### src/rtl/spi_slave_shifter.sv
// spi_slave_shifter: SPI target-side byte shifter.
// Oversamples SCLK/CSn/MOSI, one-deep TX buffer, MSB-first.
module spi_slave_shifter #(
  parameter int unsigned SYNC_STAGES = 2,
  parameter logic [7:0]  DUMMY_BYTE  = 8'hFF
) (
  input  logic       clk,
  input  logic       rst,
  input  logic       cpol,
  input  logic       cpha,
  input  logic       spi_sclk,
  input  logic       spi_csn,
  input  logic       spi_mosi,
  output logic       spi_miso,
  output logic       spi_miso_oe,
  output logic       spi_rise,
  output logic       spi_fall,
  output logic       active,
  input  logic [7:0] tx_data,
  input  logic       tx_valid,
  output logic       tx_ready,
  output logic [7:0] rx_data,
  output logic       rx_valid,
  output logic       tx_underrun
);

  typedef enum logic [1:0] {
    IDLE,
    LOAD,
    XFER
  } state_e;

  logic [SYNC_STAGES-1:0] sclk_sync_q;
  logic [SYNC_STAGES-1:0] csn_sync_q;
  logic [SYNC_STAGES-1:0] mosi_sync_q;
  logic sclk_s, csn_s, mosi_s;
  logic sclk_q, csn_q;
  logic rise_d, fall_d;
  logic rise_q, fall_q;
  logic lead, trail, smp, shf;

  state_e      state_q, state_d;
  logic        miso_q, miso_d;
  logic        oe_q, oe_d;
  logic        active_q, active_d;
  logic [7:0]  sout_q, sout_d;
  logic [6:0]  sin_q, sin_d;
  logic [2:0]  bitcnt_q, bitcnt_d;
  logic [7:0]  rx_data_q, rx_data_d;
  logic        rx_pend_q, rx_pend_d;
  logic        rx_valid_q, rx_valid_d;
  logic        under_q, under_d;
  logic        reload_q, reload_d;
  logic [7:0]  txbuf_q, txbuf_d;
  logic        txfull_q, txfull_d;
  logic        take;
  logic [7:0]  load_byte;

  assign sclk_s = sclk_sync_q[SYNC_STAGES-1];
  assign csn_s  = csn_sync_q[SYNC_STAGES-1];
  assign mosi_s = mosi_sync_q[SYNC_STAGES-1];

  // Bring the asynchronous SPI pins into the clk domain.
  always_ff @(posedge clk) begin
    if (rst) begin
      sclk_sync_q <= {SYNC_STAGES{cpol}};
      csn_sync_q  <= '1;
      mosi_sync_q <= '0;
    end else begin
      sclk_sync_q <= {sclk_sync_q[SYNC_STAGES-2:0], spi_sclk};
      csn_sync_q  <= {csn_sync_q[SYNC_STAGES-2:0], spi_csn};
      mosi_sync_q <= {mosi_sync_q[SYNC_STAGES-2:0], spi_mosi};
    end
  end

  assign rise_d = sclk_s & ~sclk_q & ~csn_s;
  assign fall_d = ~sclk_s & sclk_q & ~csn_s;

  // Registered SCLK edge strobes, gated by chip select.
  always_ff @(posedge clk) begin
    if (rst) begin
      sclk_q <= cpol;
      csn_q  <= 1'b1;
      rise_q <= 1'b0;
      fall_q <= 1'b0;
    end else begin
      sclk_q <= sclk_s;
      csn_q  <= csn_s;
      rise_q <= rise_d;
      fall_q <= fall_d;
    end
  end

  assign lead  = cpol ? fall_q : rise_q;
  assign trail = cpol ? rise_q : fall_q;
  assign smp   = cpha ? trail : lead;
  assign shf   = cpha ? lead : trail;

  assign load_byte = txfull_q ? txbuf_q : DUMMY_BYTE;

  // Transfer FSM, shift registers and TX buffer next-state.
  always_comb begin
    state_d    = state_q;
    miso_d     = miso_q;
    oe_d       = oe_q;
    active_d   = active_q;
    sout_d     = sout_q;
    sin_d      = sin_q;
    bitcnt_d   = bitcnt_q;
    rx_data_d  = rx_data_q;
    rx_pend_d  = 1'b0;
    rx_valid_d = rx_pend_q;
    under_d    = 1'b0;
    reload_d   = reload_q;
    txbuf_d    = txbuf_q;
    txfull_d   = txfull_q;
    take       = 1'b0;

    if (csn_s) begin
      state_d  = IDLE;
      oe_d     = 1'b0;
      active_d = 1'b0;
      bitcnt_d = 3'd0;
      reload_d = 1'b0;
    end else begin
      unique case (state_q)
        IDLE: begin
          oe_d     = 1'b0;
          active_d = 1'b0;
          bitcnt_d = 3'd0;
          reload_d = 1'b0;
          if (csn_q) state_d = LOAD;
        end
        LOAD: begin
          take     = 1'b1;
          bitcnt_d = 3'd0;
          sin_d    = 7'd0;
          reload_d = 1'b0;
          oe_d     = 1'b1;
          active_d = 1'b1;
          if (!cpha) begin
            miso_d = load_byte[7];
            sout_d = {load_byte[6:0], 1'b0};
          end else begin
            sout_d = load_byte;
          end
          state_d = XFER;
        end
        XFER: begin
          if (smp) begin
            sin_d    = {sin_q[5:0], mosi_s};
            bitcnt_d = bitcnt_q + 3'd1;
            if (bitcnt_q == 3'd7) begin
              rx_data_d = {sin_q, mosi_s};
              rx_pend_d = 1'b1;
              if (cpha) begin
                take   = 1'b1;
                sout_d = load_byte;
              end else begin
                reload_d = 1'b1;
              end
            end
          end else if (shf) begin
            if (!cpha && reload_q) begin
              take     = 1'b1;
              reload_d = 1'b0;
              miso_d   = load_byte[7];
              sout_d   = {load_byte[6:0], 1'b0};
            end else begin
              miso_d = sout_q[7];
              sout_d = {sout_q[6:0], 1'b0};
            end
          end
        end
        default: state_d = IDLE;
      endcase
    end

    if (take) begin
      if (txfull_q) txfull_d = 1'b0;
      else          under_d  = 1'b1;
    end
    if (tx_valid && !txfull_q) begin
      txbuf_d  = tx_data;
      txfull_d = 1'b1;
    end
  end

  // Transfer state registers.
  always_ff @(posedge clk) begin
    if (rst) begin
      state_q    <= IDLE;
      miso_q     <= 1'b0;
      oe_q       <= 1'b0;
      active_q   <= 1'b0;
      sout_q     <= 8'd0;
      sin_q      <= 7'd0;
      bitcnt_q   <= 3'd0;
      rx_data_q  <= 8'd0;
      rx_pend_q  <= 1'b0;
      rx_valid_q <= 1'b0;
      under_q    <= 1'b0;
      reload_q   <= 1'b0;
      txbuf_q    <= 8'd0;
      txfull_q   <= 1'b0;
    end else begin
      state_q    <= state_d;
      miso_q     <= miso_d;
      oe_q       <= oe_d;
      active_q   <= active_d;
      sout_q     <= sout_d;
      sin_q      <= sin_d;
      bitcnt_q   <= bitcnt_d;
      rx_data_q  <= rx_data_d;
      rx_pend_q  <= rx_pend_d;
      rx_valid_q <= rx_valid_d;
      under_q    <= under_d;
      reload_q   <= reload_d;
      txbuf_q    <= txbuf_d;
      txfull_q   <= txfull_d;
    end
  end

  assign spi_miso    = miso_q;
  assign spi_miso_oe = oe_q;
  assign spi_rise    = rise_q;
  assign spi_fall    = fall_q;
  assign active      = active_q;
  assign tx_ready    = ~txfull_q;
  assign rx_data     = rx_data_q;
  assign rx_valid    = rx_valid_q;
  assign tx_underrun = under_q;

endmodule

### config.mk
export PLATFORM = sky130hd
export DESIGN_NAME = spi_slave_shifter
export DESIGN_NICKNAME = d
export VERILOG_FILES = /design/src/rtl/spi_slave_shifter.sv
export SDC_FILE = /design/constraint.sdc
export NUM_CORES = 1
export LEC_CHECK = 0
export CAP_MARGIN = 20
export CORE_ASPECT_RATIO = 1.5
export CORE_MARGIN = 2
export CORE_UTILIZATION = 25
export DETAILED_ROUTE_END_ITERATION = 8
export PLACE_DENSITY = 0.43
export SLEW_MARGIN = 25
export SYNTH_ARGS = -nofsm -noshare
export SYNTH_HDL_FRONTEND = slang
export SYNTH_SLANG_ARGS = --single-unit
export TNS_END_PERCENT = 20
### constraint.sdc
create_clock -name clk -period 2.5 [get_ports clk]
set_input_delay 0.625 -clock clk [delete_from_list [all_inputs] [get_ports clk]]
set_output_delay 0.625 -clock clk [all_outputs]
set_load 0.01 [all_outputs]
# == After elaboration in Yosys (flattened, before gate mapping) ==
# Index checks and enable logic that the tools add are counted.
# W data, S select, Z words.
# word_totals
regBits,53
in_bits,16
output_inout_bits,16
elab_cells,108
# op_classes
addsub,1
eq_ne,13
mux,43
bitwise_logic,11
reduce_logical,20
# op_table
cell,n
$mux W8,7
$mux W1,24
$pmux W8 S2,1
$ne A3 B3 Y1 const B,5
$reduce_and A5 Y1,3
$pmux W7 S2,1
$ne A2 B2 Y1 const B,5
$pmux W1 S2,4
$reduce_bool A2 Y1,4
$mux W7,1
$not A1 Y1,7
$pmux W2 S3,1
$pmux W3 S2,1
$reduce_or A2 Y1,3
$and A1 B1 Y1,4
$mux W2,2
$reduce_and A2 Y1,2
$reduce_and A4 Y1,1
$reduce_or A4 Y1,1
$add A3 B1 Y3 const B,1
$eq A3 B3 Y1 const B,1
$mux W3,1
$reduce_and A3 Y1,1
$eq A2 B1 Y1 const B,1
other kinds (4),6

# == Longest topological paths before layout ==
# Gate-level depths: netlist (run 1).
# depth
ltp_word,9
ltp_mapped,8
ltp_nobuf,7

# == Worst setup path after synthesis (run 1) ==
# OpenSTA, ideal clock, no wires.
# synth_timing
path_kind,input port to flip-flop
start,input cpol
end,register rx_data_q[0] (netlist: rx_data[0])
setup_time_ns,0.128
t_arrival_ns,1.949
required_ns,2.372
path_slack_ns,0.424
path_stages,8
path_buffers,3
path_cell_list,buf_6 > xor2_1 > mux2_2 > buf_4 > nand4_1 > buf_4 > mux2i_1 > nor2_1
# synth_between
elab_chain_len,3
word_cells_on_any_way,4
cone_classes,mux (3); reduce/logical (1)
# synth_rtl
element,line,text
start: declaration,9,"input logic cpol,"
"$mux W1, on equally long branches","94, 95",
$mux W1 *,96,assign smp = cpha ? trail : lead;
$reduce_and A4 Y1 (no source line) *,-,
end signal: assignment,214,rx_data_q <= rx_data_d;
end: declaration,49,"logic [7:0] rx_data_q, rx_data_d;"
# Mark *: on every way between the ends. The rest lies on a longest branch, timed or not.
# A chain may end at the register's enable or synchronous reset.

# == Worst setup path after layout (run 1) ==
# layout_timing
start,input cpol
end,register sout_q[3]
# layout_between
elab_chain_len,4
word_cells_on_any_way,10
cone_classes,eq/ne (3); mux (6); reduce/logical (1)
# layout_rtl
element,line,text
"$mux W1, on equally long branches","94, 95",
"$mux W1, on equally long branches","96, 97",
$ne A3 B3 Y1 (no source line) or $mux W8 (tied branches),-,
$reduce_and A5 Y1 (no source line) or $pmux W8 S2 (tied branches),-,
end signal: assignment,211,sout_q <= sout_d;
end: declaration,46,"logic [7:0] sout_q, sout_d;"
# Several ways; a longest one is shown, not always the timed one.

==> flow_summary.yaml, run 1 <==
placement:
  dpl.hpwl_um: 4330
  dp_slack_ns: -0.156
  placed_area_mm2: 0.00298
  portBuffers: 31
  routabilityCongestion: 0.784
die:
  die_h_um: 125
  fp-row-count: 44
  die_area_mm2: 0.0106
  ios: 32
  dieWidth_um: 84.8
  initial_utilization_pct: 25.5
  coreArea_mm2: 0.00958
global_routing:
  first_global_vias: 1943
  grt_antenna_before_repair: 0
  grtUsageTotal_pct: 11.6
  grt_max_degree: 30
  grt_pass1_wl_um: 9880
  grt-ovfl-total: 0
cts:
  insertion_delay_ns: 0.30
  cts_buffer_depth: 2
  tritoncts: "done"
  cts_buffers: 5
  root_buffer: "clkbuf_16"
  cts.hold.buffers_added: 0
  path_clk_slew_ns: 0.08
  clock_sinks: 53
  htree_levels: 2
logic_synthesis:
  synth.avg_cell_area_um2: 9.16
  synth_adder_area_share_pct: 3.07
  yosysMostFrequentCell: "dfxtp_1"
  syn-cell-area_mm2: 0.00245
  synth_top_family_by_area: "simple AND/OR/NAND/NOR gates"
  synth-simple-area-share_pct: 20.1
  ys_types: 46
  synth_top_area_share_pct: 43.4
  synthArstFlopShare_pct: 0
  synth-xor-area-share_pct: 0.358
  synthMuxAreaShare_pct: 9.57
  yosysSeqAreaShare_pct: 43.4
  synth-seq-cells: 53
  syn-instance-count: 267
  synth_edf_count: 0
  yosysTopAreaCell: "dfxtp_1"
  synthesis.nets: 289
  yosys_warnings: 0
  synth_top_flop_cell: "dfxtp_1"
  synth.area.top_cells: "dfxtp_1 (43%), mux2i_1 (8.2%), nor2_1 (5.8%), o41ai_2 (4.0%), a21oi_1 (3.5%)"
  synth_compound_area_share_pct: 18.1
  synthTopCellsByCount: "dfxtp_1 (53), nor2_1 (38), mux2i_1 (20)"
route:
  first_iter_violations: 72
  vias: 1963
  ant_nets: 0
  wl_met3_um: 132
  top_layer: "met4"
  wl_per_cell_um: 13.8
  met1_length_um: 2580
  wl_met2_um: 3030
  firstDrtPassIters: 4
  vias_per_cell: 4.62
  drc_errors: 0
  wl_um: 5860
pwr:
  p_per_area_mw_per_mm2: 546
  p_leak_nw: 1.25
  vdd_ir_drop_max_v: 0.000292
critical_path:
  cp_top_family: "buffers and inverters"
  worstSetupEndpointType: "register"
  cp_cell_sequence: "clkdlybuf4s50_1, mux2i_1, o311ai_2, a221oi_4, buf_4, o21ai_1, o41ai_2"
  worstPathArrival_ns: 2.53
  cp_num_buf_inv: 2
  critPathMaxStageDelay_ns: 0.62
  crit_type: "input port to register"
  path_max_fanout: 9
  required_ns: 2.71
  slowest_stage: "clkdlybuf4s50_1"
  start_kind: "input port"
sta:
  setup_slack_ns: 0.176
  rsz0062_at_grt: "no"
  final.period_utilization_pct: 93.0
  min_period_ns: 2.32
  fmaxAchievable_ghz: 0.430
  tightest_slew_ns: 0.457
  skew_ns: 0.0114
  hold_viol: 0
  drv_slew: 0
  maxSlewHeadroom_pct: 69.5
  setup_viol: 0
run:
  drv_cap: 0
finish:
  areaGrowthSynthToFinish_pct: 27.9
  design_area_mm2: 0.00313
  final_layout_size_suffix_gt1_share_pct: 14.5
  final_net_count: 331
  final_util_pct: 32.7
  final.fill_count: 1021
  n_antenna_cell: 0
min_path:
  hold_path_class: "register to register"
outcome:
  outcome: "completed"
## cells by family (layout without fill, tap and decap cells)
kind of cell | count (synthesis) | after routing
and+or+nand+nor | 94 | 94
AOI/OAI and AO/OA | 61 | 61
DFF | 53 | 53
buffers and inverters | 29 | 72
muxes | 23 | 23
adders and majority gates | 6 | 6
xor gates and xnor gates | 1 | 1
## sequential cells by signal, indices dropped and copies added (netlist names), 2 cells and up
| name | count |
|---|---|
| rx_data | 8 |
| state_q | 2 |
| sclk_sync_q | 2 |
| mosi_sync_q | 2 |
| bitcnt_q | 3 |
| sout_q | 8 |
| csn_sync_q | 2 |
| sin_q | 7 |
| txbuf_q | 8 |
## worst paths after layout
path                   start        end  cells after the start  slack, ns
hold / removal        sclk_q   spi_rise                      1       0.41
hold reg to reg       sclk_q   spi_rise                      1       0.41
setup reg to reg  state_q[0]  sout_q[2]                      7       0.47
setup / recovery        cpol  sout_q[3]                      7       0.18
## area by class of cell
type	instances	area [um2]	area share (%)
Clock inverter	2	13.8	0.440
Multi-Input combinational cell	185	1260	40.2
Inverter	11	41.3	1.32
Timing Repair Buffer	53	483	15.4
Clock buffer	6	129	4.12
Tap cell	115	144	4.60
Sequential cell	53	1060	33.9
## cells in the final DEF, fill, tap and decap left out, types with 2 or more instances in the layout
cell type	instances
dfxtp_1	53
nor2_1	38
clkdlybuf4s50_1	30
buf_4	21
mux2i_1	20
a21oi_1	17
o21ai_0	15
inv_1	10
nand3b_1	8
o21ai_1	8
nand4_1	8
nand2_1	7
o41ai_2	6
ha_1	6
nor3_1	5
nor2b_1	5
clkbuf_16	5
and2_1	4
or3b_1	3
nor3b_1	3
nand3_1	3
or2_2	3
nand2b_1	2
mux2_2	2
a31oi_1	2
a211oi_1	2
## layer usage
metal | vias up | track usage, %
li1 | 1022 | -
met1 | 906 | 13.9
met2 | 28 | 20.4
met3 | 7 | 1.98
met4 | 0 | 4.76
met5 | - | 0
## power by group
group,internal [mW],switching [mW]
combinational,0.0673,0.0692
sequential,0.862,0.0149
clock,0.374,0.321
## stage by stage
step	power [mW]	cells	TNS (ns)	hold slack, ns
3_3_place_gp	1.03	417	-1.55	0.392
5_1_grt	1.78	425	0	0.427
2_1_floorplan	0.969	267	0	0.389
6_report	1.71	425	0	0.407
4_1_cts	1.74	425	0	0.409
3_5_place_dp	1.03	417	-1.76	0.398
## what timing repair did
item	in CTS	in global routing
gates resized for setup	0	1
endpoints found under the setup margin	0	2
buffers inserted	0	0
(Power assumes the default switching activity.)
==> run 2, diff against run 1 <==
PLACE_DENSITY = unset   (was 0.43)
PLACE_DENSITY_LB_ADDON = 0.3   (was unset)
==> flow_summary.yaml, run 2 (synthesis gave the netlist of run 1 again) <==
outcome:
  outcome: "completed"
global_routing:
  first_global_vias: 2017
  grt_antenna_before_repair: 0
  grtUsageTotal_pct: 11.2
  grt_pass1_wl_um: 9580
  grt_max_degree: 28
  grt-ovfl-total: 0
sta:
  min_period_ns: 2.30
  drv_slew: 0
  maxSlewHeadroom_pct: 69.5
  fin_setup_tns_ns: 0
  final.period_utilization_pct: 92.0
  hold_viol: 0
  tightest_slew_ns: 0.458
  setup_viol: 0
  skew_ns: 0.00535
  rsz0062_at_grt: "no"
  fmaxAchievable_ghz: 0.435
die:
  initial_utilization_pct: 25.5
  die_h_um: 125
  dieWidth_um: 84.8
  die_area_mm2: 0.0106
  ios: 32
  fp-row-count: 44
  coreArea_mm2: 0.00958
pwr:
  p_comb_share_pct: 7.4
  vdd_ir_drop_max_v: 0.000246
  sw_frac_of_total_pct: 22.0
  p_clk_share_pct: 43.9
  switchingPower_mw: 0.396
  p_per_area_mw_per_mm2: 575
  power_frac_seq_pct: 48.7
  p_leak_nw: 1.24
  p_int_mw: 1.40
finish:
  final.fill_count: 1028
  layout.cells.most_common: "dfxtp_1"
  final_net_count: 328
  final_layout_size_suffix_gt1_share_pct: 13.4
  mostFrequentLayoutCells: "dfxtp_1 (53), nor2_1 (38), clkdlybuf4s50_1 (30)"
  n_antenna_cell: 0
  areaGrowthSynthToFinish_pct: 27.8
  design_area_mm2: 0.00313
min_path:
  hold_path_class: "register to register"
  min-delay-start: "sclk_q"
  holdPathEnd: "spi_rise"
  worstHoldPathCells: 1
critical_path:
  r2r-end: "sout_q[5]"
  cp_num_buf_inv: 1
  r2r_cells: 8
  required_ns: 2.70
  path_max_fanout: 6
  cp_cell_sequence: "clkdlybuf4s50_1, mux2_2, a21oi_1, or3_1, nor2_1, o41ai_2"
  reg2reg_slack_ns: 0.40
  slowest_stage: "clkdlybuf4s50_1"
  start_kind: "input port"
  cp_top_family: "buffers and inverters"
  crit_type: "input port to register"
  critPathMaxStageDelay_ns: 0.60
  rr_startpoint: "state_q[0]"
  worstPathArrival_ns: 2.50
  worstSetupEndpointType: "register"
route:
  first_iter_violations: 168
  wl_um: 5640
  firstDrtPassIters: 4
  vias: 2005
  vias_per_cell: 4.75
  ant_nets: 0
  drc_errors: 0
  wl_per_cell_um: 13.4
cts:
  insertion_delay_ns: 0.30
  cts_resized: 0
  htree_levels: 2
  root_buffer: "clkbuf_16"
  cts_buffers: 5
  cts.hold.buffers_added: 0
  path_clk_slew_ns: 0.07
  cts_buffer_depth: 2
  clock_sinks: 53
  tritoncts: "done"
placement:
  portBuffers: 31
  placed_area_mm2: 0.00294
  routabilityCongestion: 0.762
  dpl.hpwl_um: 4170
run:
  drv_cap: 0
-- run 2: changes by cell type in the layout (fill, tap and decap cells not counted) --
cell       previous run  this run
buf_4                21        18
bufinv_16             0         1
clkinv_2              1         0
clkinv_4              0         1
inv_6                 1         0
or3_1                 1         2
or3_4                 1         0
-- run 2: worst max path at each step --
stage                 endpoint  slack (ns)  start  depth (start not counted)
finish               sout_q[5]        0.20   cpol                          6
global route         sout_q[1]        0.06   cpol                          7
CTS                  sout_q[3]        0.13   cpol                          6
detailed placement   sout_q[1]       -0.18   cpol                          6
global placement     sout_q[1]       -0.10   cpol                          6
floorplan           rx_data[0]        0.42   cpol                          8
-- run 2: final cells by class --
| type | instances | area (um2) | area share [%] |
|---|---|---|---|
| clock inverter | 2 | 38.8 | 1.24 |
| clock buffer | 6 | 129 | 4.12 |
| multi-input combinational | 185 | 1250 | 40.0 |
| timing repair buffer | 50 | 460 | 14.7 |
| inverter | 11 | 41.3 | 1.32 |
| tap | 115 | 144 | 4.60 |
| sequential | 53 | 1060 | 33.9 |
-- run 2: timing repair --
item                       in CTS  in global routing
hold endpoints to repair        0                  0
setup endpoints to repair       0                  1
buffers inserted                0                  2
-- run 2: routing by layer --
layer,global-route usage [%],vias up,wire [um]
li1,-,1018,-
met1,11.8,948,2280
met2,21.0,32,3050
met3,1.85,7,153
met4,5.88,0,153
met5,0,-,0
-- run 2: power by group through the flow --
stage / sequential (mW) / clock (mW) / combinational (mW)
4_1_cts: 0.876 / 0.806 / 0.134
5_1_grt: 0.878 / 0.829 / 0.147
2_1_floorplan: 0.890 / 0 / 0.0790
3_3_place_gp: 0.895 / 0 / 0.132
6_report: 0.876 / 0.789 / 0.133
3_5_place_dp: 0.896 / 0 / 0.133
-- run 2: through the flow --
| stage | total power [mW] | hold slack [ns] | instances | util (%) | worst slack (ns) |
|---|---|---|---|---|---|
| final | 1.80 | 0.410 | 422 | 32.6 | 0.201 |
| after global routing | 1.85 | 0.437 | 422 | 32.6 | 0.0554 |
| after global placement | 1.03 | 0.391 | 412 | 30.7 | -0.100 |
| after detailed placement | 1.03 | 0.403 | 412 | 30.7 | -0.181 |
| after CTS | 1.82 | 0.413 | 420 | 32.5 | 0.133 |
| after floorplan | 0.969 | 0.389 | 267 | - | 0.424 |
-- run 2: worst register-to-register path: stages (launching register included) --
cell      delay [ns]
dfxtp_1         0.37
inv_1           0.09
ha_1            0.32
nand2b_1        0.28
and2_1          0.24
a221oi_4        0.26
buf_4           0.19
o21ai_1         0.07
o41ai_2         0.19
==> run 3, diff against run 2 <==
CAP_MARGIN = 30   (was 20)
==> results of run 3 <==
Final layout, timing and power as in run 2 (identical DEF).
